**config.mk**
```make
export PLATFORM = sky130hd
export DESIGN_NAME = edu_dma_ctrl
export DESIGN_NICKNAME = d
export VERILOG_FILES = /design/src/rtl/edu_dma_ctrl.sv
export SDC_FILE = /design/constraint.sdc
export NUM_CORES = 1
export LEC_CHECK = 0
export BUFFER_PORTS_ARGS = -buffer_cell sky130_fd_sc_hd__buf_2
export CORE_UTILIZATION = 46
export DETAILED_ROUTE_END_ITERATION = 7
export HOLD_SLACK_MARGIN = 0.15
export PLACE_DENSITY = 0.82
export SLEW_MARGIN = 20
export SYNTH_ARGS = -nofsm -noshare
export SYNTH_HDL_FRONTEND = slang
export SYNTH_SLANG_ARGS = --single-unit
export TNS_END_PERCENT = 50
```
**constraint.sdc**
```tcl
create_clock -name clk -period 3.23 [get_ports clk]
set_clock_uncertainty 0.2 [all_clocks]
set_input_delay 0.4845 -clock clk [delete_from_list [all_inputs] [get_ports clk]]
set_output_delay 0.4845 -clock clk [all_outputs]
set_load 0.02 [all_outputs]
```
**src/rtl/edu_dma_ctrl.sv**
```systemverilog
// DMA sequencer for the edu device: register set plus a word-at-a-time mover
// between host memory (single-dword master port) and the internal buffer.
//
// state     | meaning
// IDLE      | waiting for a start write to cmd
// RD_REQ    | host read request pending on the master port
// RD_WAIT   | waiting for read completion; completion writes the buffer
// BUF_FETCH | two cycles: buffer read issued, then read data captured
// WR_REQ    | host write request pending on the master port
// DONE      | transfer finished; optional interrupt pulse
module edu_dma_ctrl #(
  parameter logic [31:0] BUF_BASE  = 32'h0004_0000,
  parameter int          BUF_WORDS = 1024,
  localparam int         AW        = $clog2(BUF_WORDS)
) (
  input  logic          clk,
  input  logic          rst,
  input  logic          reg_wr,
  input  logic [7:0]    reg_addr,
  input  logic [31:0]   reg_wdata,
  output logic [31:0]   reg_rdata,
  output logic          mst_valid,
  input  logic          mst_ready,
  output logic          mst_write,
  output logic [31:0]   mst_addr,
  output logic [31:0]   mst_wdata,
  input  logic          mst_rdata_valid,
  input  logic [31:0]   mst_rdata,
  output logic          buf_en,
  output logic          buf_we,
  output logic [AW-1:0] buf_addr,
  output logic [31:0]   buf_wdata,
  input  logic [31:0]   buf_rdata,
  output logic          irq_raise,
  output logic          busy
);

  typedef enum logic [2:0] {
    IDLE, RD_REQ, RD_WAIT, BUF_FETCH, WR_REQ, DONE
  } state_t;

  state_t state, state_nx;

  logic [31:0]   src_q, dst_q, cnt_q;
  logic          dir_q, irq_en_q;
  logic [31:0]   haddr_q, wdata_q;
  logic [AW-1:0] bidx_q;
  logic [29:0]   rem_q;
  logic          fetch_ph_q;

  logic          start, step, last, start_dir;
  logic [29:0]   word_cnt;
  logic [31:0]   start_host, start_other, start_offs;
  logic          unused_bits;

  assign busy       = (state != IDLE);
  assign start      = reg_wr && !busy && (reg_addr == 8'h98) && reg_wdata[0];
  assign start_dir  = reg_wdata[1];
  assign word_cnt   = cnt_q[31:2];
  assign start_host  = start_dir ? dst_q : src_q;
  assign start_other = start_dir ? src_q : dst_q;
  assign start_offs  = start_other - BUF_BASE;
  assign step = ((state == RD_WAIT) && mst_rdata_valid) || ((state == WR_REQ) && mst_ready);
  assign last = (rem_q == 30'd1);
  assign unused_bits = ^{cnt_q[1:0], start_offs[31:AW+2], start_offs[1:0]};

  assign mst_addr  = haddr_q;
  assign mst_wdata = wdata_q;
  assign buf_addr  = bidx_q;

  always_ff @(posedge clk) begin
    if (rst) state <= IDLE;
    else     state <= state_nx;
  end

  always_comb begin
    state_nx  = state;
    mst_valid = 1'b0;
    mst_write = 1'b0;
    buf_en    = 1'b0;
    buf_we    = 1'b0;
    buf_wdata = '0;
    irq_raise = 1'b0;
    case (state)
      IDLE: begin
        if (start) begin
          if (word_cnt == '0) state_nx = DONE;
          else if (start_dir) state_nx = BUF_FETCH;
          else                state_nx = RD_REQ;
        end
      end
      RD_REQ: begin
        mst_valid = 1'b1;
        if (mst_ready) state_nx = RD_WAIT;
      end
      RD_WAIT: begin
        if (mst_rdata_valid) begin
          buf_en    = 1'b1;
          buf_we    = 1'b1;
          buf_wdata = mst_rdata;
          state_nx  = last ? DONE : RD_REQ;
        end
      end
      BUF_FETCH: begin
        buf_en = !fetch_ph_q;
        if (fetch_ph_q) state_nx = WR_REQ;
      end
      WR_REQ: begin
        mst_valid = 1'b1;
        mst_write = 1'b1;
        if (mst_ready) state_nx = last ? DONE : BUF_FETCH;
      end
      DONE: begin
        irq_raise = irq_en_q;
        state_nx  = IDLE;
      end
      default: state_nx = IDLE;
    endcase
  end

  // Working copies; the programmed src/dst/cnt stay untouched by a transfer.
  always_ff @(posedge clk) begin
    if (rst) begin
      src_q      <= '0;
      dst_q      <= '0;
      cnt_q      <= '0;
      dir_q      <= 1'b0;
      irq_en_q   <= 1'b0;
      haddr_q    <= '0;
      bidx_q     <= '0;
      rem_q      <= '0;
      wdata_q    <= '0;
      fetch_ph_q <= 1'b0;
    end else begin
      if (reg_wr && !busy) begin
        case (reg_addr)
          8'h80: src_q <= reg_wdata;
          8'h88: dst_q <= reg_wdata;
          8'h90: cnt_q <= reg_wdata;
          8'h98: {irq_en_q, dir_q} <= reg_wdata[2:1];
          default: ;
        endcase
      end
      if (start) begin
        haddr_q <= {start_host[31:2], 2'b00};
        bidx_q  <= start_offs[AW+1:2];
        rem_q   <= word_cnt;
      end else if (step) begin
        haddr_q <= haddr_q + 32'd4;
        bidx_q  <= bidx_q + 1'b1;
        rem_q   <= rem_q - 30'd1;
      end
      fetch_ph_q <= (state == BUF_FETCH) ? !fetch_ph_q : 1'b0;
      if ((state == BUF_FETCH) && fetch_ph_q) wdata_q <= buf_rdata;
    end
  end

  always_comb begin
    reg_rdata = '0;
    case (reg_addr)
      8'h80: reg_rdata = src_q;
      8'h88: reg_rdata = dst_q;
      8'h90: reg_rdata = cnt_q;
      8'h98: reg_rdata = {29'b0, irq_en_q, dir_q, busy};
      default: reg_rdata = '0;
    endcase
  end

endmodule

```
==> results by group, run 1 <==
Clock tree
  – Root Buffer: sky130_fd_sc_hd__clkbuf_16
  – Later-pin clock latency in the skew report: 510 ps
  – Number of buffers created by CTS: 22
  – Sinks on the clock net: 204
  – CTS clock-pin slew for the worst setup and hold paths: 60 ps
  – Deepest clock path buffer count: 3
  – TritonCTS clock tree: built
  – H-Tree Level Count: 1

Layout
  – Count of nets after finishing: 1674
  – Total area of multi-input combinational cells: 5640 um2
  – Fraction of final layout cells with drive strength greater than 1: 0.226
  – Total non-filler cell area in the finished layout: 13000 um2
  – Diodes inserted: 0
  – Number of fill cells in the layout: 1769
  – Area grow syn2layout: 28.7%
  – Register cell area after layout: 4080 um2
  – Final standard cell utilization of the core: 0.612

Setup path
  – Setup Crit Path Kind: flip-flop to output pin
  – Endpoint type of the worst setup path: output pin
  – Crit start category: flip-flop
  – Maximum fanout encountered on the critical timing path: 16
  – Data required time at the worst endpoint: 2550 ps
  – Arrival time at the worst endpoint: 2390 ps

Die
  – Die outline area: 22600 um2
  – Vertical extent of the die: 150 um
  – Placeable Area: 21300 um2
  – Cell Rows: 53
  – Number of top-level pins: 253
  – Horiz. Die Dim: 150 um
  – Initial core utilization: 0.476

Min path
  – Worst Hold Class: flip-flop to flip-flop

Power
  – Share of power burned in the clock network: 0.348
  – Switching part of the total: 0.319
  – Sw power: 2490 uW
  – IR Drop Worst-Case VDD: 0.000515 V
  – Combinational cell fraction of total power: 0.280
  – Total leakage power: 0.00534 uW
  – Sequential Power Share: 0.372
  – Internal power contribution: 5340 uW
  – Pwr dens: 601 nW/um2
  – Post-layout power: 7830 uW

GRT
  – Antenna violations before repair: 0
  – Vias in the first global route: 9939
  – Total overflow reported by the global router: 0
  – Gr usage total: 0.290
  – First-pass GRT wire length: 51700 um
  – Pin count of the biggest net entering global routing: 122

STA
  – Setup TNS: 0 ps
  – Slew at the pin closest to its max-slew limit: 686 ps
  – RSZ-0062 raised after global routing: false
  – Total of endpoints with negative setup slack in the final report: 0
  – Count of final hold-check violations: 0
  – Max-Slew Margin vs Limit: 0.543
  – Final Slew Violations: 0
  – Achievable frequency: 325 MHz
  – Ratio of final minimum period to clock period: 0.952
  – Time the worst path needs with I/O delays and setup: 3080 ps

Route
  – Number of optimization iterations in the first detailed-route pass: 6
  – Routed length per instance: 18.2 um
  – Post-detailed-route count of antenna-violating nets: 0
  – Final routed wirelength across all metal layers: 33700 um
  – Iter 0 DRT Violations: 929
  – Post-detailed-route via-to-cell ratio: 5.70
  – Vias after detailed routing: 10500
  – DRC violations left: 0

Placement
  – Port Buffer Count: 250
  – Placed instance area: 11600 um2
  – Detail Placement HPWL: 23000 um
  – Placer congestion estimate: 0.893

Logic synthesis
  – Cell taking the most area after synthesis: sky130_fd_sc_hd__dfxtp_1
  – Largest cells by area after synthesis: sky130_fd_sc_hd__dfxtp_1 (40%), sky130_fd_sc_hd__nand2_1 (11%), sky130_fd_sc_hd__a21oi_1 (8.1%)
  – Mean instance size in the synthesized netlist: 7.86 um2
  – Count of state elements after synthesis: 204
  – Count of synthesis-stage warnings from yosys: 0
  – Proportion of register bits with asynchronous set or reset after synthesis: 0
  – Share of synthesized area occupied by flip-flops and latches: 0.403
  – Dominant synthesized flop cell: sky130_fd_sc_hd__dfxtp_1
  – Post-Syn Area: 10100 um2
  – Synth cell types: 58
  – Number of flops mapped to enable cells by yosys: 0
  – Cells after Synth: 1287
  – Area share of the leading cell type in the synthesized netlist: 0.403

Run
  – Maxcap violations: 0

Run status
  – Outcome: complete, no violations
metrics by stage:
stage               worst slack (ps)  hold slack, ps  instances
floorplan                        735             233       1288
global placement                 602             238       1748
detailed placement               521             243       1748
CTS                             68.7             251       1850
global route                    53.1             274       1850
finish                           154             251       1850
power by group through the flow:
stage / Clock, uW / Sequential, uW / Combinational, uW
floorplan: 0 / 2900 / 1730
global placement: 0 / 2940 / 2010
detailed placement: 0 / 2950 / 2060
CTS: 2730 / 2900 / 2160
global route: 2850 / 2930 / 2340
finish: 2720 / 2920 / 2190
Yosys cell counts (5+ instances only):
cell type and number:
sky130_fd_sc_hd__a21oi_1 164, sky130_fd_sc_hd__nor4_1 12, sky130_fd_sc_hd__nand3_1 21, sky130_fd_sc_hd__a221oi_1 8
sky130_fd_sc_hd__a211oi_1 68, sky130_fd_sc_hd__inv_1 5, sky130_fd_sc_hd__xnor2_1 36, sky130_fd_sc_hd__and3_1 13
sky130_fd_sc_hd__and4_1 6, sky130_fd_sc_hd__nor3_2 5, sky130_fd_sc_hd__nor4_2 6, sky130_fd_sc_hd__nand2_1 285
sky130_fd_sc_hd__dfxtp_1 204, sky130_fd_sc_hd__nor3_1 11, sky130_fd_sc_hd__xor2_1 27, sky130_fd_sc_hd__clkbuf_1 86
sky130_fd_sc_hd__and2_1 37, sky130_fd_sc_hd__nor2b_1 17, sky130_fd_sc_hd__nand4_1 15, sky130_fd_sc_hd__nor2_1 131
sky130_fd_sc_hd__mux2i_1 58
worst max-delay path, cell delays in order (launching register included):
cell and delay, ps:
sky130_fd_sc_hd__dfxtp_1 470, sky130_fd_sc_hd__nor3_4 390, sky130_fd_sc_hd__inv_1 210, sky130_fd_sc_hd__mux4_2 510, sky130_fd_sc_hd__nor2b_1 150, sky130_fd_sc_hd__buf_2 170
layout by cell type, fill, tap and decap left out, types with 4 or more instances in the layout:
master	n
sky130_fd_sc_hd__buf_4	30
sky130_fd_sc_hd__inv_1	5
sky130_fd_sc_hd__nor4_2	6
sky130_fd_sc_hd__a21oi_1	164
sky130_fd_sc_hd__nand2_1	285
sky130_fd_sc_hd__nor3_2	5
sky130_fd_sc_hd__ha_1	4
sky130_fd_sc_hd__and4_1	6
sky130_fd_sc_hd__nand3_1	21
sky130_fd_sc_hd__xor2_1	27
sky130_fd_sc_hd__nand4_1	15
sky130_fd_sc_hd__nand2b_1	4
sky130_fd_sc_hd__mux2i_1	58
sky130_fd_sc_hd__a221oi_1	8
sky130_fd_sc_hd__or3_1	4
sky130_fd_sc_hd__clkinv_2	6
sky130_fd_sc_hd__nor2_1	130
sky130_fd_sc_hd__nor3_1	10
sky130_fd_sc_hd__dfxtp_1	204
sky130_fd_sc_hd__xnor2_1	36
sky130_fd_sc_hd__and2_1	37
sky130_fd_sc_hd__clkbuf_16	23
sky130_fd_sc_hd__clkbuf_8	4
sky130_fd_sc_hd__nor2b_1	16
sky130_fd_sc_hd__bufinv_16	4
sky130_fd_sc_hd__nor4_1	12
sky130_fd_sc_hd__dlygate4sd3_1	64
sky130_fd_sc_hd__and3_1	13
sky130_fd_sc_hd__buf_2	249
sky130_fd_sc_hd__a211oi_1	68
registers in the layout (all words and copies together), names as in the netlist:
| name | count |
|---|---|
| src_q | 32 |
| irq_en_q | 1 |
| buf_addr | 10 |
| mst_wdata | 32 |
| state | 3 |
| dir_q | 1 |
| rem_q | 30 |
| dst_q | 32 |
| cnt_q | 32 |
| fetch_ph_q | 1 |
| mst_addr | 30 |
path summary, 6_finish.rpt:
check	slack, ps	cells past startpoint	to	from
setup / recovery	150	5	reg_rdata[0]	state[1]$_SDFFE_PP0P_
hold reg to reg	250	2	mst_wdata[3]$_SDFFE_PP0P_	mst_wdata[3]$_SDFFE_PP0P_
hold / removal	250	2	mst_wdata[3]$_SDFFE_PP0P_	mst_wdata[3]$_SDFFE_PP0P_
setup reg to reg	370	6	rem_q[11]$_SDFFE_PP0P_	state[1]$_SDFFE_PP0P_
what timing repair did:
item,in CTS,in global routing
endpoints found under the setup margin,0,1
resized for setup,0,1
buffers inserted,0,0
hold buffers,64,0
endpoints found under the hold margin,127,0
kinds of logic (layout without fill, tap and decap cells):
logic type | after synthesis | in the layout | synth area share
adders and majority gates | 4 | 4 | 0.00494
xor gates and xnor gates | 63 | 63 | 0.0545
AOI/OAI and AO/OA | 257 | 257 | 0.154
DFF | 204 | 204 | 0.403
other | 1 | 2 | 0.000370
buffers and inverters | 102 | 389 | 0.0423
muxes | 61 | 61 | 0.0640
and+or+nand+nor | 595 | 595 | 0.276
routing by layer:
layer,global-route usage,up-vias,part of all wire
met4,0.105,0,0.029
met1,0.370,4923,0.40
li1,-,4946,-
met3,0.0527,94,0.099
met2,0.488,581,0.48
met5,0,-,0
layout make-up:
| class | count | share of cell area |
|---|---|---|
| clock inverters | 10 | 0.0115 |
| flip-flops and latches | 204 | 0.313 |
| inverters | 5 | 0.00144 |
| well taps | 275 | 0.0264 |
| multi-input cells | 982 | 0.432 |
| repair buffers | 346 | 0.166 |
| clock buffers | 28 | 0.0487 |
Power figures use the tool's default switching activity.
==> inputs of run 2 (changes only) <==
--- a/config.mk
+++ b/config.mk
@@ -5,11 +5,11 @@
 export SDC_FILE = /design/constraint.sdc
 export NUM_CORES = 1
 export LEC_CHECK = 0
-export BUFFER_PORTS_ARGS = -buffer_cell sky130_fd_sc_hd__buf_2
-export CORE_UTILIZATION = 46
+export CORE_UTILIZATION = 60
 export DETAILED_ROUTE_END_ITERATION = 7
+export DONT_BUFFER_PORTS = 1
 export HOLD_SLACK_MARGIN = 0.15
-export PLACE_DENSITY = 0.82
+export PLACE_DENSITY = 0.87
 export SLEW_MARGIN = 20
 export SYNTH_ARGS = -nofsm -noshare
 export SYNTH_HDL_FRONTEND = slang
==> run 2 against run 1 <==
Net effect: the run now ends with DRC, setup timing left; register-to-register slack worse by 670 ps; sequential power up 1%; sequential cell count unchanged; via count up 3.2%; sequential share of layout area up 1.2 points; utilization up 15 points; critical path type is now primary input to flip-flop; largest cell class unchanged; largest power group unchanged; highest routed layer unchanged.
==> results by group, run 2 (synthesized netlist as in run 1, its figures left out) <==
Route
  – Vias after detailed routing: 10900
  – Routed length per instance: 23.0 um
  – Post-detailed-route count of antenna-violating nets: 0
  – Final routed wirelength across all metal layers: 37600 um
  – Iter 0 DRT Violations: 1843
  – DRC violations left: 26
  – Number of optimization iterations in the first detailed-route pass: 8
  – Post-detailed-route via-to-cell ratio: 6.65

Die
  – Cell Rows: 47
  – Horiz. Die Dim: 132 um
  – Number of top-level pins: 253
  – Die outline area: 17400 um2
  – Vertical extent of the die: 132 um
  – Initial core utilization: 0.613
  – Placeable Area: 16500 um2

Clock tree
  – Number of buffers created by CTS: 22
  – TritonCTS clock tree: built
  – Sinks on the clock net: 204
  – Later-pin clock latency in the skew report: 520 ps
  – Deepest clock path buffer count: 3
  – Root Buffer: sky130_fd_sc_hd__clkbuf_16
  – H-Tree Level Count: 1
  – CTS clock-pin slew for the worst setup and hold paths: 60 ps

Setup path
  – Endpoint type of the worst setup path: flip-flop
  – Setup Crit Path Kind: primary input to flip-flop
  – Maximum fanout encountered on the critical timing path: 34
  – Data required time at the worst endpoint: 3430 ps
  – Arrival time at the worst endpoint: 3840 ps
  – Crit start category: primary input

Power
  – Sequential Power Share: 0.366
  – Share of power burned in the clock network: 0.321
  – IR Drop Worst-Case VDD: 0.000462 V
  – Sw power: 2730 uW
  – Switching part of the total: 0.337
  – Internal power contribution: 5350 uW
  – Pwr dens: 644 nW/um2
  – Total leakage power: 0.00472 uW
  – Post-layout power: 8080 uW
  – Combinational cell fraction of total power: 0.312

GRT
  – Vias in the first global route: 10200
  – Total overflow reported by the global router: 0
  – Gr usage total: 0.398
  – Pin count of the biggest net entering global routing: 141
  – Antenna violations before repair: 0
  – First-pass GRT wire length: 55000 um

Layout
  – Most frequent cells in the layout: sky130_fd_sc_hd__nand2_1 (285), sky130_fd_sc_hd__dfxtp_1 (204), sky130_fd_sc_hd__a21oi_1 (164)
  – Count of nets after finishing: 1514
  – Diodes inserted: 0
  – Number of fill cells in the layout: 1067
  – Area grow syn2layout: 23.9%
  – Final standard cell utilization of the core: 0.759
  – Most common library cell in the layout ignoring fill and taps: sky130_fd_sc_hd__nand2_1
  – Fraction of final layout cells with drive strength greater than 1: 0.0975

STA
  – Count of final hold-check violations: 0
  – Setup WS post-layout: -409 ps
  – Time the worst path needs with I/O delays and setup: 3640 ps
  – Ratio of final minimum period to clock period: 1.13
  – Slew at the pin closest to its max-slew limit: 921 ps
  – Final Slew Violations: 0
  – Total of endpoints with negative setup slack in the final report: 3
  – Setup TNS: -455 ps
  – Max-Slew Margin vs Limit: 0.384
  – Achievable frequency: 275 MHz

Placement
  – Placer congestion estimate: 0.904
  – Detail Placement HPWL: 19900 um
  – Port Buffer Count: 0

Run status
  – Outcome: complete, but fails checks
  – Violated checks: DRC, setup timing

Min path
  – Worst Hold Class: primary input to flip-flop

Run
  – Maxcap violations: 0
[run 2: cell type report]
cell class	instances	area, um2	share of cell area
tap	220	275	0.0219
inverter	5	18.8	0.00150
timing repair buffer	186	1760	0.141
sequential	204	4080	0.326
multi-input combinational	982	5660	0.451
clock inverter	5	50.0	0.00399
clock buffer	33	693	0.0553
[run 2: metrics by stage]
stage               hold WS [ps]  worst slack (ps)  cell area [um2]  instances
CTS                          157              45.7            12500       1630
global placement             236               574            10500       1467
detailed placement           244               524            10500       1467
global route                 183              -505            12500       1635
floorplan                    233               735            10100       1288
finish                       165              -409            12500       1635
[run 2: worst max-delay path, cell delays in order]
cell and delay, ps:
sky130_fd_sc_hd__nor4_2 740, sky130_fd_sc_hd__nand2_1 440, sky130_fd_sc_hd__nor2_2 280, sky130_fd_sc_hd__buf_12 230
sky130_fd_sc_hd__nor2_1 130, sky130_fd_sc_hd__a221oi_1 730, sky130_fd_sc_hd__nor2_1 160, sky130_fd_sc_hd__dlygate4sd3_1 620
[run 2: power by group through the flow]
stage / sequential [uW] / clock (uW) / combinational (uW)
CTS: 2920 / 2590 / 2070
finish: 2960 / 2600 / 2520
global placement: 2950 / 0 / 1770
global route: 2970 / 2680 / 2600
detailed placement: 2960 / 0 / 1830
floorplan: 2900 / 0 / 1730
[run 2: path summary, 6_finish.rpt]
check	from	cells after the start	end	slack (ps)
max reg2reg	state[0]$_SDFFE_PP0P_	9	rem_q[1]$_SDFFE_PP0P_	-300
min reg2reg	src_q[16]$_SDFFE_PP0P_	2	src_q[16]$_SDFFE_PP0P_	270
min	reg_wdata[1]	2	mst_addr[20]$_SDFFE_PP0P_	170
max	reg_addr[1]	8	rem_q[1]$_SDFFE_PP0P_	-410
[run 2: layer usage]
metal	up-vias	wire length, um	track usage
met4	0	2210	0.204
met2	1026	17200	0.658
met3	233	5320	0.0977
met5	-	0	0
met1	4975	12800	0.480
li1	4644	-	-
[run 2: timing repair]
action | in CTS | in global routing
hold endpoints to repair | 204 | 0
endpoints found under the setup margin | 1 | 5
gates resized for setup | 1 | 4
pin swaps | 0 | 3
hold buffers | 125 | 0
setup buffers | 0 | 5
cloned | 0 | 0
==> inputs of run 3 (changes only) <==
--- a/config.mk
+++ b/config.mk
@@ -5,6 +5,7 @@
 export SDC_FILE = /design/constraint.sdc
 export NUM_CORES = 1
 export LEC_CHECK = 0
+export CORE_MARGIN = 2
 export CORE_UTILIZATION = 60
 export DETAILED_ROUTE_END_ITERATION = 7
 export DONT_BUFFER_PORTS = 1
==> run 3 against run 2 <==
Net effect: the flow now finishes without violations; sequential share of layout area is 0.60 points higher; utilization shrank 1.4 points; clock-buffer cell count shrank 5; non-clock buffer count is 23 lower; routed wire length decreased by 6.7%; die area grew 3.1%; via count down 4.0%; hold slack improved by 3.8 ps; sequential cell count unchanged; critical path depth decreased by 3; first-iteration DRC count fell by 31%; register-to-register slack better by 480 ps; critical endpoint is now reg_rdata[0]; largest power group unchanged; highest routed layer is now met5.
==> results by group, run 3 (synthesized netlist as in run 1, its figures left out) <==
Run status
  – Outcome: complete, no violations

Die
  – Horiz. Die Dim: 134 um
  – Initial core utilization: 0.613
  – Die outline area: 17900 um2
  – Vertical extent of the die: 134 um
  – Number of top-level pins: 253
  – Placeable Area: 16500 um2
  – Cell Rows: 47

Power
  – Switching part of the total: 0.329
  – Share of power burned in the clock network: 0.351
  – Sequential Power Share: 0.380
  – Pwr dens: 626 nW/um2
  – Total leakage power: 0.00462 uW
  – Sw power: 2540 uW
  – Internal power contribution: 5170 uW
  – Combinational cell fraction of total power: 0.269
  – IR Drop Worst-Case VDD: 0.000482 V

Layout
  – Most common library cell in the layout ignoring fill and taps: sky130_fd_sc_hd__nand2_1
  – Fraction of final layout cells with drive strength greater than 1: 0.0983
  – Register cell area after layout: 4090 um2
  – Final std cells w/o fill: 1615
  – Most frequent cells in the layout: sky130_fd_sc_hd__nand2_1 (285), sky130_fd_sc_hd__dfxtp_1 (203), sky130_fd_sc_hd__a21oi_1 (164)
  – Count of nets after finishing: 1491
  – Area grow syn2layout: 21.7%
  – Total area of multi-input combinational cells: 5640 um2
  – Number of fill cells in the layout: 1047

Setup path
  – Arrival time at the worst endpoint: 2450 ps
  – Startpoint of the lowest-slack register-to-register path: state[1]$_SDFFE_PP0P_
  – Endpoint type of the worst setup path: output pin
  – Setup Crit Path Kind: flip-flop to output pin
  – Maximum fanout encountered on the critical timing path: 8
  – Setup slack of the most critical reg-to-reg path: 180 ps
  – Crit start category: flip-flop
  – Depth of the most critical reg-to-reg path: 7
  – R2r endpoint: src_q[29]$_SDFFE_PP0P_
  – Data required time at the worst endpoint: 2550 ps
  – Critical path startpoint: state[1]$_SDFFE_PP0P_

GRT
  – Antenna violations before repair: 2
  – Vias in the first global route: 10000
  – Pin count of the biggest net entering global routing: 139
  – Total overflow reported by the global router: 0
  – Gr usage total: 0.377
  – First-pass GRT wire length: 54200 um

Clock tree
  – Deepest clock path buffer count: 3
  – TritonCTS clock tree: built
  – Number of buffers created by CTS: 22
  – Sinks on the clock net: 204
  – H-Tree Level Count: 1
  – Later-pin clock latency in the skew report: 520 ps
  – Root Buffer: sky130_fd_sc_hd__clkbuf_16
  – CTS clock-pin slew for the worst setup and hold paths: 70 ps

STA
  – Count of final hold-check violations: 0
  – Ratio of final minimum period to clock period: 0.970
  – Achievable frequency: 319 MHz
  – Time the worst path needs with I/O delays and setup: 3130 ps
  – Setup TNS: 0 ps
  – Max-Slew Margin vs Limit: 0.274
  – RSZ-0062 raised after global routing: false
  – Total of endpoints with negative setup slack in the final report: 0
  – Slew at the pin closest to its max-slew limit: 1090 ps
  – Final Slew Violations: 0

Route
  – Routed length per instance: 21.7 um
  – Vias after detailed routing: 10400
  – Final routed wirelength across all metal layers: 35100 um
  – Post-detailed-route via-to-cell ratio: 6.46
  – Post-detailed-route count of antenna-violating nets: 0
  – Number of optimization iterations in the first detailed-route pass: 5
  – DRC violations left: 0
  – Iter 0 DRT Violations: 1270

Placement
  – Instance count after placement with tap cells included: 1470
  – Port Buffer Count: 0
  – Detail Placement HPWL: 21100 um
  – Placer congestion estimate: 0.946

Min path
  – Worst Hold Class: primary input to flip-flop
  – Terminating pin of the worst hold path: buf_addr[9]$_SDFFE_PP0P_
  – Hold Startpoint: reg_wdata[1]
  – Number of cells traversed by the worst hold path: 3

Run
  – Maxcap violations: 0
[run 3: cell types whose count changed in the layout (fill, tap and decap cells not counted), sizes merged]
cell         before  now
dlygate4sd3     124  103
clkbuf           33   28
buf              62   60
bufinv            1    3
clkinv            4    6
clkinvlp          0    2
diode             0    2
[run 3: per-stage QoR]
step                hold slack, ps  cell area [um2]  setup WS, ps   util  total power, uW
finish                         169            12300          98.2  0.746             7710
global route                   180            12300          14.3  0.746             7940
CTS                            153            12300          90.4  0.745             7580
detailed placement             239            10500           432  0.634             4790
global placement               235            10500           476  0.634             4720
floorplan                      233            10100           735      -             4630
[run 3: power groups by stage]
stage               logic [uW]  registers [uW]  clock network (uW)
floorplan                 1730            2900                   0
global placement          1780            2940                   0
detailed placement        1840            2950                   0
CTS                       1980            2910                2690
global route              2200            2940                2800
finish                    2070            2930                2710
[run 3: routing by layer]
layer / part of all wire / vias up / global-route usage
met4: 0.045 / 2 / 0.179
met3: 0.13 / 180 / 0.103
met2: 0.47 / 805 / 0.625
met1: 0.35 / 4852 / 0.453
li1: - / 4600 / -
met5: 0.00020 / - / 0
[run 3: worst max path at each step]
stage	endpoint	slack [ps]	cells after the start
2_1_floorplan	state[2]$_SDFFE_PP0P_	740	6
3_3_place_gp	reg_rdata[0]	480	5
3_5_place_dp	mst_addr[21]$_SDFFE_PP0P_	430	6
4_1_cts	reg_rdata[0]	90	5
5_1_grt	reg_rdata[0]	10	5
6_report	reg_rdata[0]	100	5
[run 3: worst max-delay path, cell delays in order (launching register included)]
cell	delay (ps)
sky130_fd_sc_hd__dfxtp_1	410
sky130_fd_sc_hd__nor3_4	350
sky130_fd_sc_hd__inv_1	300
sky130_fd_sc_hd__mux4_2	550
sky130_fd_sc_hd__nor2b_1	150
sky130_fd_sc_hd__buf_4	170
[run 3: area by class of cell]
cell class / count / area share
clock buffers: 28 / 0.0515
repair buffers: 163 / 0.124
inverters: 5 / 0.00152
clock inverters: 11 / 0.0113
diodes: 2 / 0.000406
multi-input cells: 982 / 0.458
flip-flops and latches: 204 / 0.332
well taps: 220 / 0.0223
[run 3: timing repair]
action / in CTS / in global routing
hold endpoints to repair: 204 / 0
buffers inserted: 0 / 0
pin swaps: 0 / 1
resized for setup: 1 / 2
hold buffers: 104 / 0
endpoints found under the setup margin: 1 / 4
